$ cat src/rtl/booth_mult_controller_pkg.sv
// Shared encodings for the radix-2 Booth multiplier.
// Imported by the step datapath and the controller.
package booth_mult_controller_pkg;

  typedef enum logic {
    IDLE = 1'b0,
    RUN  = 1'b1
  } state_t;

  localparam logic [1:0] BOOTH_ADD = 2'b01;
  localparam logic [1:0] BOOTH_SUB = 2'b10;

endpackage

$ cat src/rtl/booth_mult_controller_step.sv
// One combinational radix-2 Booth add/shift step.
// A is one bit wider than M so A +/- M never wraps.
module booth_step
  import booth_mult_controller_pkg::*;
#(
  parameter int WIDTH = 32
) (
  input  logic [WIDTH:0]   a,
  input  logic [WIDTH-1:0] q,
  input  logic             q_1,
  input  logic [WIDTH-1:0] m,
  output logic [WIDTH:0]   a_nxt,
  output logic [WIDTH-1:0] q_nxt,
  output logic             q_1_nxt
);

  logic [WIDTH:0] m_ext;
  logic [WIDTH:0] sum;

  assign m_ext = {m[WIDTH-1], m};

  always_comb begin
    sum = a;
    case ({q[0], q_1})
      BOOTH_ADD: sum = a + m_ext;
      BOOTH_SUB: sum = a - m_ext;
      default:   sum = a;
    endcase
    // arithmetic shift of {A,Q,q_1}
    a_nxt   = {sum[WIDTH], sum[WIDTH:1]};
    q_nxt   = {sum[0], q[WIDTH-1:1]};
    q_1_nxt = q[0];
  end

endmodule

$ cat src/rtl/booth_mult_controller.sv
// Sequential radix-2 Booth signed multiplier controller.
// Owns the FSM, counter and datapath registers.
module booth_mult_controller
  import booth_mult_controller_pkg::*;
#(
  parameter int WIDTH = 32
) (
  input  logic             clock,
  input  logic             reset,
  input  logic             start,
  input  logic [WIDTH-1:0] data_a,
  input  logic [WIDTH-1:0] data_b,
  output logic [WIDTH-1:0] result,
  output logic             result_rdy,
  output logic             exception,
  output logic             busy
);

  localparam int CW = $clog2(WIDTH) + 1;

  state_t state, state_nxt;

  logic [WIDTH-1:0] m_r;
  logic [WIDTH-1:0] q_r;
  logic [WIDTH:0]   a_r;
  logic             q_1_r;
  logic [CW-1:0]    cnt;

  logic [WIDTH:0]   a_s;
  logic [WIDTH-1:0] q_s;
  logic             q_1_s;
  logic             ovf;

  logic load;
  logic step;
  logic done;

  booth_step #(
    .WIDTH(WIDTH)
  ) u_step (
    .a      (a_r),
    .q      (q_r),
    .q_1    (q_1_r),
    .m      (m_r),
    .a_nxt  (a_s),
    .q_nxt  (q_s),
    .q_1_nxt(q_1_s)
  );

  // upper half must be a pure sign extension of the low half
  assign ovf = (a_s != {(WIDTH+1){q_s[WIDTH-1]}});

  always_ff @(posedge clock) begin
    if (reset) state <= IDLE;
    else       state <= state_nxt;
  end

  always_comb begin
    state_nxt = state;
    load      = 1'b0;
    step      = 1'b0;
    done      = 1'b0;
    case (state)
      IDLE: begin
        if (start) begin
          load      = 1'b1;
          state_nxt = RUN;
        end
      end
      RUN: begin
        if (start) begin
          load = 1'b1;
        end else begin
          step = 1'b1;
          if (cnt == CW'(WIDTH - 1)) begin
            done      = 1'b1;
            state_nxt = IDLE;
          end
        end
      end
      default: state_nxt = IDLE;
    endcase
  end

  always_ff @(posedge clock) begin
    if (reset) begin
      m_r        <= '0;
      q_r        <= '0;
      a_r        <= '0;
      q_1_r      <= 1'b0;
      cnt        <= '0;
      result     <= '0;
      exception  <= 1'b0;
      result_rdy <= 1'b0;
      busy       <= 1'b0;
    end else begin
      result_rdy <= done;
      if (load) begin
        m_r   <= data_a;
        q_r   <= data_b;
        a_r   <= '0;
        q_1_r <= 1'b0;
        cnt   <= '0;
        busy  <= 1'b1;
      end else if (step) begin
        a_r   <= a_s;
        q_r   <= q_s;
        q_1_r <= q_1_s;
        cnt   <= cnt + CW'(1);
      end
      if (done) begin
        result    <= q_s;
        exception <= ovf;
        busy      <= 1'b0;
      end
    end
  end

endmodule

$ cat config.mk
export PLATFORM = sky130hd
export DESIGN_NAME = booth_mult_controller
export DESIGN_NICKNAME = d
export VERILOG_FILES = /design/src/rtl/booth_mult_controller_pkg.sv /design/src/rtl/booth_mult_controller_step.sv /design/src/rtl/booth_mult_controller.sv
export SDC_FILE = /design/constraint.sdc
export NUM_CORES = 1
export LEC_CHECK = 0
export ABC_CLOCK_PERIOD_IN_PS = 4600
export CAP_MARGIN = 20
export CORE_MARGIN = 5
export CORE_UTILIZATION = 40
export CTS_CLUSTER_DIAMETER = 100
export DETAILED_ROUTE_END_ITERATION = 12
export HOLD_SLACK_MARGIN = 0.02
export PLACE_DENSITY_LB_ADDON = 0.1
export SLEW_MARGIN = 15
export SYNTH_ARGS = -nofsm -noshare
export SYNTH_HDL_FRONTEND = slang
export SYNTH_SLANG_ARGS = --single-unit
$ cat constraint.sdc
create_clock -name clock -period 4.6 [get_ports clock]
set_clock_uncertainty 0.2 [all_clocks]
set_input_delay 0.92 -clock clock [delete_from_list [all_inputs] [get_ports clock]]
set_output_delay 0.92 -clock clock [all_outputs]
set_load 0.02 [all_outputs]
Word-level counts from Yosys, hierarchy flattened
Index checks and enable logic that the tools add are counted.
- $add $sub $neg: 3
- equal/unequal tests: 4
- multiplexer cells: 12
- bitwise operators: 1
- reductions and logical operators: 3
- operators with widths (operator ; number):
    33-bit case mux with 2 select lines ; 1
    32-bit 2-to-1 mux ; 2
    32-bit by 32-bit adder with 33-bit output ; 1
    33-bit inequality test ; 1
    32-bit by 32-bit subtractor with 33-bit output ; 1
    1-bit 2-to-1 mux ; 8
    6-bit by 1-bit adder with 6-bit output (second input constant) ; 1
    6-bit by 5-bit == test with 1-bit output (second input constant) ; 1
    2-bit OR reduction ; 2
    2-bit by 1-bit == test with 1-bit output (second input constant) ; 1
    2-bit == test (second input constant) ; 1
    1-bit case mux with 2 select lines ; 1
    2-bit nonzero test ; 1
    1-bit NOT ; 1
- bits in registers: 139
- output and inout bits: 35
- logic and storage cells: 33

Longest topological paths before layout
Gate-level depths: netlist (run 1).
- word-level depth: 5
- gate-level depth with buffers: 21
- mapped depth without buffers: 19

Modules after synthesis
Synthesis (run 1) repeated with hierarchy kept, for this count alone.
- cells, all modules: 989
- area total of the unflattened synthesis: 8247.9 µm²
- by module, submodules not included (module ; times used ; cells an instance ; area each (µm²) ; seq. area each (µm²)):
    booth_mult_controller ; 1 ; 533 ; 5266.3 ; 2802.7
    booth_step ; 1 ; 456 ; 2981.6 ; 0.0

Worst setup path after synthesis (run 1)
No wires, ideal clock.
- path kind: reg-to-reg
- from: register m_r[5]
- to: register exception
- arrival time: 4.472 ns
- required time: 4.274 ns
- slack: -0.198 ns
- stages on the path, launching flop included: 19
- period minus slack after synthesis: 4.798 ns
- cells stage by stage: dfxtp_1 or4_1 nor3_1 and2_0 clkbuf_1 a21oi_1 xnor2_1 ha_1 clkbuf_1 nand4_1 nor2_1 nand2_1 a21oi_1 o21ai_1 and3_1 or3_1 or4_1 a2111oi_2 a21oi_1
- longest elaborated chain between the ends: 3
- ends and longest elaborated chain (item ; RTL line ; source):
    from (decl) ; booth_mult_controller.sv:23 ; logic [WIDTH-1:0] m_r;
    from (signal assigned) ; booth_mult_controller.sv:99 ; m_r <= data_a;
    32-bit by 32-bit subtractor with 33-bit output / 32-bit by 32-bit adder with 33-bit output (equally long branches) ; booth_mult_controller_step.sv:26, booth_mult_controller_step.sv:25 ;
    33-bit case mux with 2 select lines (*) ; booth_mult_controller_step.sv:24 ; case ({q[0], q_1})
    33-bit inequality test (*) ; booth_mult_controller.sv:51 ; assign ovf = (a_s != {(WIDTH+1){q_s[WIDTH-1]}});
    to (signal assigned) ; booth_mult_controller.sv:113 ; exception <= ovf;
    to (decl) ; booth_mult_controller.sv:15 ; output logic exception,
Every way passes the cells marked *; elsewhere a longest branch is shown, timed or not.
A chain may end at the register's enable or synchronous reset.

Worst setup path after layout (run 1)
- from: register m_r[8]
- to: register exception
Same word-level chain as after synthesis.

==> impl_metrics.tcl, run 1 <==
set metrics [dict create \
    outcome "finished with violations" \
    violations "setup timing" \
    drt_iter0_drc 491 \
    drcViolationCount 0 \
    vias 8679 \
    cp_max_fo 6 \
    maxCapViolCount 0 \
    fin_crit_ns 4.70 \
    ys_warn_count 0 \
    power.share.clock_pct 37.6 \
    synth_edf_count 0 \
    gp_congestion 0.896 \
    clock_path_buffers 2 \
    die_area_um2 24600 \
    cp-start-kind "flip-flop" \
    synth_area_leaders "dfxtp_1 32%, mux2i_1 9.1%, nor2_1 8.6%" \
    vdd_ir_drop_max_mv 0.258 \
    grt_first_pass_wirelength_um 44000 \
    cts_num_sinks 139 \
    syn_avg_cell_area_um2 7.70 \
    syn-cell-area_um2 8620 \
    portBuffers 101 \
    hold_buffers 0 \
    dr.pass1.iters 5 \
    dp.cells 1563 \
    synth_top_area_cell "dfxtp_1" \
    htree_levels 4 \
    clk_latency_ns 0.43 \
    gr-total-overflow 0 \
    wirelength_um 27000 \
    fp.dieH_um 157 \
    crit_arrival_ns 4.81 \
    preCtsSetupSlack_ns -0.377 \
    max_freq_mhz 213 \
    numCtsBuffers 17 \
    synth-seq-area-share_pct 32.3 \
    cts_tree "done" \
    final.period_utilization_pct 102 \
    start_util_pct 40.9 \
    synth_fp_nets 1222 \
    combPwrFrac_pct 27.4 \
    p_switching_mw 1.19 \
    pin_count 102 \
    swShare_pct 32.2 \
    synthArstFlopShare_pct 0 \
    report.power.total_mw 3.70 \
    leakage_nw 4.85 \
    grtUsageTotal_pct 22.1 \
    antenna_found_initial 0 \
    required_ns 4.71 \
    diodes 0 \
    dp_hpwl_um 19600 \
    post-route-util_pct 56.4 \
    stdcell_count 1618 \
    synthCells 1119 \
    grt_pass1_vias 8435 \
    ys.flop_type "dfxtp_1" \
    area_growth_pct 38.1 \
    worstSetupPathType "reg2reg" \
    pwr-share-seq_pct 35.1 \
    finalSetupViolCount 1 \
    worstMarginPinSlew_ns 0.956 \
    end_kind "flip-flop" \
    rsz0062_at_grt "true" \
    fin_area_um2 11900 \
    drive_gt1_share_pct 20.6 \
    nFillCells 2017 \
    num_rows 53 \
    synth_cell_types 73 \
    r2r_setup_slack_ns -0.1 \
    vias_per_cell 5.36 \
    core_area_um2 21100 \
    fp.dieW_um 157 \
    fin_nets 1433 \
    synth_seq_cells 139 \
    setup_ws_ns -0.0998 \
    grt_max_degree 73 \
    intPower_mw 2.51 \
    drv_slew 0 \
    hold_path_class "reg2reg" \
    antenna_left 0 \
    dpl_cell_area_um2 10800 \
    path_clk_slew_ns 0.07 \
    slew_headroom_pct 36.3 \
    wl_per_cell_um 16.7 \
    power-per-cell-area_nw_per_um2 311 \
    yosys.area.top_type_share_pct 32.3 \
    cts_root_buf "clkbuf_16" \
    hold_viol 0 \
]
==> cell type report <==
class                   count  area (um^2)  area share [%]
multi-input cells         882         5830            49.0
flip-flops and latches    139         2790            23.4
repair buffers            265         2260            19.0
clock buffers              18          429            3.61
well taps                 275          344            2.89
clock inverters            14          154            1.29
inverters                  25         93.8           0.789
==> layout by cell type, fill, tap and decap left out, drive strengths merged, types with 35 or more instances in the layout <==
| cell type | n |
|---|---|
| nor2 | 197 |
| buf | 166 |
| dfxtp | 139 |
| a21oi | 122 |
| nand2 | 116 |
| clkdlybuf4s50 | 99 |
| mux2i | 78 |
| ha | 35 |
| xnor2 | 35 |
| o21ai | 35 |
==> routing by layer <==
| layer | global-route usage [%] | part of all wire [%] | routed length, um | vias up |
|---|---|---|---|---|
| li1 | - | - | - | 4405 |
| met4 | 6.32 | 1.7 | 460 | 0 |
| met1 | 28.5 | 45 | 12200 | 4046 |
| met2 | 35.9 | 46 | 12500 | 196 |
| met3 | 6.86 | 6.8 | 1840 | 32 |
| met5 | 0 | 0 | 0 | - |
==> worst max-delay path, cell delays in order (launching register included) <==
cell	delay, ns
dfxtp_2	0.33
or4_4	0.55
nor3_4	0.23
buf_6	0.13
buf_6	0.09
a21oi_2	0.05
xnor2_1	0.14
ha_2	0.42
nand4_1	0.13
a21oi_2	0.18
o21ai_4	0.10
and3_4	0.18
o31a_1	0.30
or4_1	0.48
or4_4	0.43
o32a_1	0.27
a2111oi_4	0.28
a21oi_1	0.09
==> power by group through the flow <==
stage	registers, mW	logic (mW)	clock network (mW)
floorplan	1.31	0.553	0
global placement	1.32	0.905	0
finish	1.30	1.01	1.39
CTS	1.30	0.957	1.43
detailed placement	1.32	0.911	0
global route	1.30	1.11	1.48
==> cell usage after synthesis, types with 11 or more instances <==
cell type,count
a21oi_1,122
clkbuf_1,59
a31oi_1,12
a211oi_1,29
o21ai_0,25
nand4_1,14
nand3_1,11
dfxtp_1,139
xnor2_1,35
inv_1,23
or3_1,17
nand2_1,116
a21o_1,13
mux2i_1,78
nor2_1,197
nor3_1,23
and2_1,11
buf_1,13
ha_1,35
==> path summary, 6_finish.rpt <==
kind / startpoint / to / depth (start not counted)
worst max-delay path: m_r[8]$_SDFFE_PP0P_ / exception$_SDFFE_PP0P_ / 17
worst min-delay path: result[28]$_SDFFE_PP0P_ / result[28]$_SDFFE_PP0P_ / 2
worst max register to register: m_r[8]$_SDFFE_PP0P_ / exception$_SDFFE_PP0P_ / 17
worst min register to register: result[28]$_SDFFE_PP0P_ / result[28]$_SDFFE_PP0P_ / 2
==> metrics by stage <==
stage	hold slack (ns)	TNS, ns
finish	0.251	-0.0998
floorplan	0.244	0
CTS	0.255	0
global placement	0.241	-0.416
detailed placement	0.246	-0.377
global route	0.265	-0.335
==> state kept, by name (all words and copies together) (netlist names) <==
name and count:
a_r 32, q_1_r 1, result 32, busy 1
q_r 32, cnt 6, result_rdy 1, exception 1
m_r 32, state 1
==> kinds of logic after synthesis <==
logic type | after synthesis | synth area share, %
adder cells (fa/ha/maj) | 36 | 5.32
multiplexers | 82 | 9.58
flip-flops | 139 | 32.3
AO/OA/AOI/OAI | 282 | 21.1
XOR/XNOR | 45 | 4.57
AND/OR/NAND/NOR | 437 | 22.9
buffers and inverters | 98 | 4.28
==> timing repair <==
| action | CTS | global route |
|---|---|---|
| setup buffers | 14 | 11 |
| pin swaps | 25 | 33 |
| setup endpoints to repair | 1 | 3 |
| gates resized for setup | 34 | 51 |
No activity file was read; power rests on OpenSTA's default activity.
==> run 2: changes to the inputs <==
SYNTH_HIERARCHICAL = 1   (was not set)
==> run 2 against run 1 <==
The flow still finishes with violations (setup timing). Sequential power barely moved. Core utilization fell by 3.9 points. Register-to-register slack improved by 0.08 ns. Routed wire length fell by 24%. Worst hold slack improved by 0.0042 ns. Sequential share of layout area rose by 2.9 points. Clock power fell by 6%. Count of clock-buffer cells in the layout did not move. Synthesized area fell by 4.3%. Largest cell class unchanged. Highest routed layer unchanged.
==> impl_metrics.tcl, run 2 <==
set metrics [dict create \
    violations "setup timing" \
    clock_path_buffers 2 \
    leakage_nw 4.30 \
    synth_edf_count 0 \
    dr.pass1.iters 5 \
    cp_max_fo 7 \
    antenna_found_initial 0 \
    critPathLaunch "m_r[16]$_SDFFE_PP0P_" \
    synth_seq_cells 140 \
    path_clk_slew_ns 0.07 \
    max_freq_mhz 217 \
    cp-start-kind "flip-flop" \
    required_ns 4.71 \
    outcome "finished with violations" \
    hp-start "busy$_SDFFE_PP0P_" \
    numCtsBuffers 17 \
    grt_max_degree 63 \
    drv_slew 0 \
    power-per-cell-area_nw_per_um2 310 \
    slew_headroom_pct 47.1 \
    final_common_cell "nor2_1" \
    cts_tree "done" \
    hold_path_class "reg2reg" \
    fin_nets 1232 \
    pwr-share-seq_pct 39.3 \
    finalSetupViolCount 1 \
    hold_viol 0 \
    multi_input_area_um2 5100 \
    wl_per_cell_um 14.6 \
    grtUsageTotal_pct 17.1 \
    combPwrFrac_pct 21.3 \
    seqCellArea_um2 2810 \
    synth_area_leaders "dfxtp_1 34%, mux2i_1 12%, nor2_1 8.3%" \
    rr_startpoint "m_r[16]$_SDFFE_PP0P_" \
    p_switching_uw 995 \
    synth-seq-area-share_pct 34.0 \
    ys.flop_type "dfxtp_1" \
    worstSetupPathType "reg2reg" \
    maxCapViolCount 0 \
    yosys.area.top_type_share_pct 34.0 \
    nFillCells 1926 \
    intPower_mw 2.31 \
    drt_iter0_drc 444 \
    synth_cell_types 62 \
    synthCells 989 \
    fin_crit_ns 4.62 \
    antenna_left 0 \
    yosysMostFrequentCell "nor2_1" \
    ys_warn_count 6 \
    synthTopCellsByCount "183 x nor2_1, 140 x dfxtp_1, 102 x mux2i_1" \
    core_area_um2 20300 \
    drive_gt1_share_pct 16.7 \
    dp_hpwl_um 14900 \
    grt_first_pass_wirelength_um 33600 \
    vias 7057 \
    htree_levels 4 \
    fp.dieH_um 154 \
    crit_arrival_ns 4.73 \
    area_growth_pct 29.3 \
    setup_tns_ns -0.0150 \
    regMostFlops "a_r" \
    power.share.clock_pct 39.4 \
    report.power.total_mw 3.31 \
    cts_root_buf "clkbuf_16" \
    syn_avg_cell_area_um2 8.34 \
    vias_per_cell 5.00 \
    gp_congestion 0.865 \
    final.period_utilization_pct 100 \
    gr-total-overflow 0 \
    die_area_um2 23600 \
    drcViolationCount 0 \
    grt_pass1_vias 6588 \
    setup_ws_ns -0.0150 \
    rsz0062_at_grt "true" \
    end_kind "flip-flop" \
    diodes 0 \
    synth_top_area_cell "dfxtp_1" \
    worstMarginPinSlew_ns 0.794 \
    vdd_ir_drop_max_mv 0.239 \
    largest_register_ffs 33 \
    pin_count 102 \
    wirelength_um 20600 \
    fp.dieW_um 154 \
    synthArstFlopShare_pct 0 \
    start_util_pct 40.6 \
    swShare_pct 30.1 \
    syn-cell-area_um2 8250 \
    synth_fp_nets 1092 \
    final_cell_mix "179 x nor2_1, 137 x dfxtp_1, 108 x buf_4" \
    cts_num_sinks 140 \
    clk_latency_ns 0.42 \
    portBuffers 101 \
    num_rows 52 \
]
[run 2: cell count changes after synthesis, moves of 12 or more]
cell	delta
nand2_1	-52
a21oi_1	-47
buf_4	+34
a22o_1	+32
clkbuf_1	-27
a211oi_1	-25
mux2i_1	+24
nor2_1	-14
or3_1	-14
buf_2	+12
xnor2_1	+12
[run 2: final cells by class]
cell class                 instances  share of cell area, %
timing repair buffer             208                   16.9
multi-input combinational        745                   47.8
clock inverter                    14                   1.16
inverter                          17                  0.598
clock buffer                      18                   4.02
tap                              270                   3.17
sequential                       140                   26.3
[run 2: routing by layer]
layer	track usage (%)	part of all wire (%)	vias up
met4	4.33	0.93	0
li1	-	-	3738
met5	0	0	-
met2	25.6	42	143
met1	25.5	53	3159
met3	2.87	3.8	17
[run 2: final timing paths]
| path | endpoint | cells after the start | slack (ns) |
|---|---|---|---|
| worst max-delay path | exception$_SDFFE_PP0P_ | 19 | -0.02 |
| worst min-delay path | busy$_SDFFE_PP0P_ | 1 | 0.26 |
| worst max register to register | exception$_SDFFE_PP0P_ | 19 | -0.02 |
| worst min register to register | busy$_SDFFE_PP0P_ | 1 | 0.26 |
[run 2: what timing repair did]
action                     4_1_cts  5_1_grt
pin swaps                        4       29
gates resized for setup          9       40
buffers inserted                 0        7
hold buffers                     0        0
setup endpoints to repair        1        2
[run 2: worst max-delay path: stages (launching register included)]
cell	delay (ns)
dfxtp_1	0.31
or4_4	0.53
or3_4	0.36
buf_4	0.16
and4bb_4	0.32
buf_4	0.12
a31oi_1	0.10
xnor2_1	0.15
ha_1	0.42
a21oi_1	0.10
nor2b_1	0.19
nor2_1	0.07
xor2_1	0.14
or4_4	0.43
nand3_4	0.12
nand4_1	0.12
nor3_2	0.20
a31oi_1	0.07
o41ai_2	0.32
nand2_1	0.08
[run 2: power groups by stage]
stage               clock, mW  combinational (mW)  sequential, mW
floorplan                   0               0.457            1.30
global placement            0               0.672            1.33
detailed placement          0               0.674            1.33
CTS                      1.34               0.680            1.30
global route             1.40               0.777            1.31
finish                   1.31               0.705            1.30
[run 2: logic make-up (layout without fill, tap and decap cells)]
logic type | count (synthesis) | after routing | synth area share (%)
AOI/OAI and AO/OA | 209 | 209 | 16.3
xor gates and xnor gates | 62 | 62 | 6.58
adders and majority gates | 36 | 36 | 5.55
buffers and inverters | 104 | 257 | 6.84
DFF | 140 | 140 | 34.0
muxes | 105 | 105 | 12.8
and+or+nand+nor | 333 | 333 | 17.9
[run 2: metrics by stage]
| stage | utilization, % | hold WS, ns | instance area (um^2) | std cells | setup slack (ns) |
|---|---|---|---|---|---|
| after floorplan | - | 0.260 | 8260 | 989 | 0.0339 |
| after global placement | 48.5 | 0.237 | 9850 | 1373 | -0.152 |
| after detailed placement | 48.5 | 0.244 | 9850 | 1373 | -0.206 |
| after CTS | 51.4 | 0.259 | 10400 | 1405 | 0.0167 |
| after global routing | 52.6 | 0.291 | 10700 | 1412 | -0.238 |
| final | 52.6 | 0.256 | 10700 | 1412 | -0.0150 |
==> run 3: changes to the inputs <==
CAP_MARGIN = 30   (was 20)
PLACE_DENSITY = 0.71   (was not set)
PLACE_DENSITY_LB_ADDON = not set   (was 0.1)
==> run 3 against run 2 <==
Die area unchanged. Sequential power about the same. Clock power about the same. First-iteration DRC count down 17%. Combinational power up 3.7%. Routed wire length up 1.1%. Register-to-register slack about the same. Count of clock-buffer cells in the layout unchanged. Power up 0.58%. Final cell count up 0.50%. Worst setup slack better by 0.0085 ns. Global-route usage up 0.11 points. The run still ends with setup timing left. Largest cell class unchanged.
==> impl_metrics.tcl, run 3 (synthesized netlist as in run 2, its figures left out) <==
set metrics [dict create \
    critical_path_buf_inv_count 3 \
    required_ns 4.70 \
    gp_congestion 0.899 \
    antenna_found_initial 0 \
    hold_slack_ns 0.259 \
    fp.dieH_um 154 \
    regMostFlops "a_r" \
    hold_path_class "reg2reg" \
    pin_count 102 \
    power-per-cell-area_nw_per_um2 310 \
    htree_levels 4 \
    post-route-util_pct 52.8 \
    cts_root_buf "clkbuf_16" \
    report.power.total_mw 3.33 \
    num_rows 52 \
    slew_headroom_pct 44.1 \
    dp.cells 1387 \
    vias_per_cell 5.14 \
    rsz0062_at_grt "true" \
    core_area_um2 20300 \
    maxCapViolCount 0 \
    crit_arrival_ns 4.71 \
    cp_slowest_stage_delay_ns 0.35 \
    wirelength_um 20800 \
    preCtsSetupSlack_ns -0.116 \
    area_growth_pct 30.1 \
    hold_viol 0 \
    cp_max_fo 4 \
    grtUsageTotal_pct 17.2 \
    portBuffers 101 \
    setup_tns_ns -0.00648 \
    worstSetupPathType "reg2reg" \
    antenna_left 0 \
    final_common_cell "nor2_1" \
    end_kind "flip-flop" \
    dp_hpwl_um 15100 \
    drv_slew 0 \
    vias 7288 \
    largest_register_ffs 33 \
    grt_pass1_vias 7070 \
    numCtsBuffers 17 \
    wl_per_cell_um 14.7 \
    diodes 0 \
    final_cell_mix "181 x nor2_1, 139 x dfxtp_1, 114 x buf_4" \
    max_freq_mhz 217 \
    gr-total-overflow 0 \
    stdcell_count 1419 \
    drt_iter0_drc 369 \
    vdd_ir_drop_max_mv 0.253 \
    fin_nets 1239 \
    violations "setup timing" \
    drcViolationCount 0 \
    dr.pass1.iters 5 \
    cts_tree "done" \
    worstMarginPinSlew_ns 0.838 \
    finalSetupViolCount 1 \
    drive_gt1_share_pct 17.1 \
    fin_crit_ns 4.61 \
    clock_path_buffers 2 \
    die_area_um2 23600 \
    fin_area_um2 10700 \
    grt_max_degree 77 \
    cpLargestDelayFamily "compound AO/OA/AOI/OAI gates" \
    crit_chain "nor2_2 > nor4b_4 > buf_4 > and2_1 > a21oi_1 > xnor2_1 > ha_1 > a221oi_1 > o21ai_1 > a221oi_1 > buf_4 > nand2_1 > and2_1 > a311oi_2 > xor2_1 > o21ai_1 > buf_4 > nor2_1 > a31oi_2 > o41ai_2 > nand2_1" \
    crit_top_cell "buf_4" \
    setup_ws_ns -0.00648 \
    path_clk_slew_ns 0.06 \
    grt_first_pass_wirelength_um 33800 \
    critPathSlowestCell "o41ai_2" \
    start_util_pct 40.6 \
    leakage_nw 4.35 \
    cts_setup_buffers 0 \
    dpl_cell_area_um2 9970 \
    cts_num_sinks 140 \
    final.period_utilization_pct 100 \
    clk_latency_ns 0.43 \
    cp-start-kind "flip-flop" \
    fp.dieW_um 154 \
    outcome "finished with violations" \
]
## run 3: changes by cell type in the layout (fill, tap and decap cells not counted), sizes merged
| cell | delta |
|---|---|
| clkinvlp | -1 |
| buf | +7 |
| clkinv | +1 |
## run 3: worst reg2reg max path, delay by kind of cell, from the launching register on
family,cells,cell delay [ns]
buffers and inverters,3,0.52
adder cells (fa/ha/maj),1,0.28
XOR/XNOR,2,0.39
flip-flops,1,0.34
AO/OA/AOI/OAI,8,1.75
AND/OR/NAND/NOR,7,1.05
## run 3: layout make-up
class / count / area (um^2)
flip-flops and latches: 140 / 2810
well taps: 270 / 338
clock inverters: 14 / 124
multi-input cells: 745 / 5080
inverters: 17 / 63.8
fillers: 1894 / 9570
clock buffers: 18 / 439
repair buffers: 215 / 1870
## run 3: routing by layer
metal,routed length [um],up-vias,GRT usage (%)
li1,-,3752,-
met1,9790,3351,22.4
met2,9650,164,28.6
met3,1070,21,3.91
met4,314,0,5.00
met5,0,-,0
## run 3: worst paths after layout
path / startpoint / to / slack (ns) / cells after the start
worst min register to register: busy$_SDFFE_PP0P_ / busy$_SDFFE_PP0P_ / 0.26 / 1
worst min-delay path: busy$_SDFFE_PP0P_ / busy$_SDFFE_PP0P_ / 0.26 / 1
worst max-delay path: m_r[3]$_SDFFE_PP0P_ / exception$_SDFFE_PP0P_ / -0.006 / 21
worst max register to register: m_r[3]$_SDFFE_PP0P_ / exception$_SDFFE_PP0P_ / -0.006 / 21
## run 3: where the power goes
part	internal (mW)	switching [mW]	total [mW]
clock network	0.721	0.584	1.31
registers	1.25	0.0419	1.29
logic	0.365	0.366	0.731
## run 3: repair_timing
| item | CTS | global route |
|---|---|---|
| hold buffers | 0 | 0 |
| gates resized for setup | 16 | 28 |
| setup endpoints to repair | 1 | 1 |
| cloned | 0 | 0 |
| hold endpoints to repair | 0 | 0 |
| pin swaps | 2 | 4 |
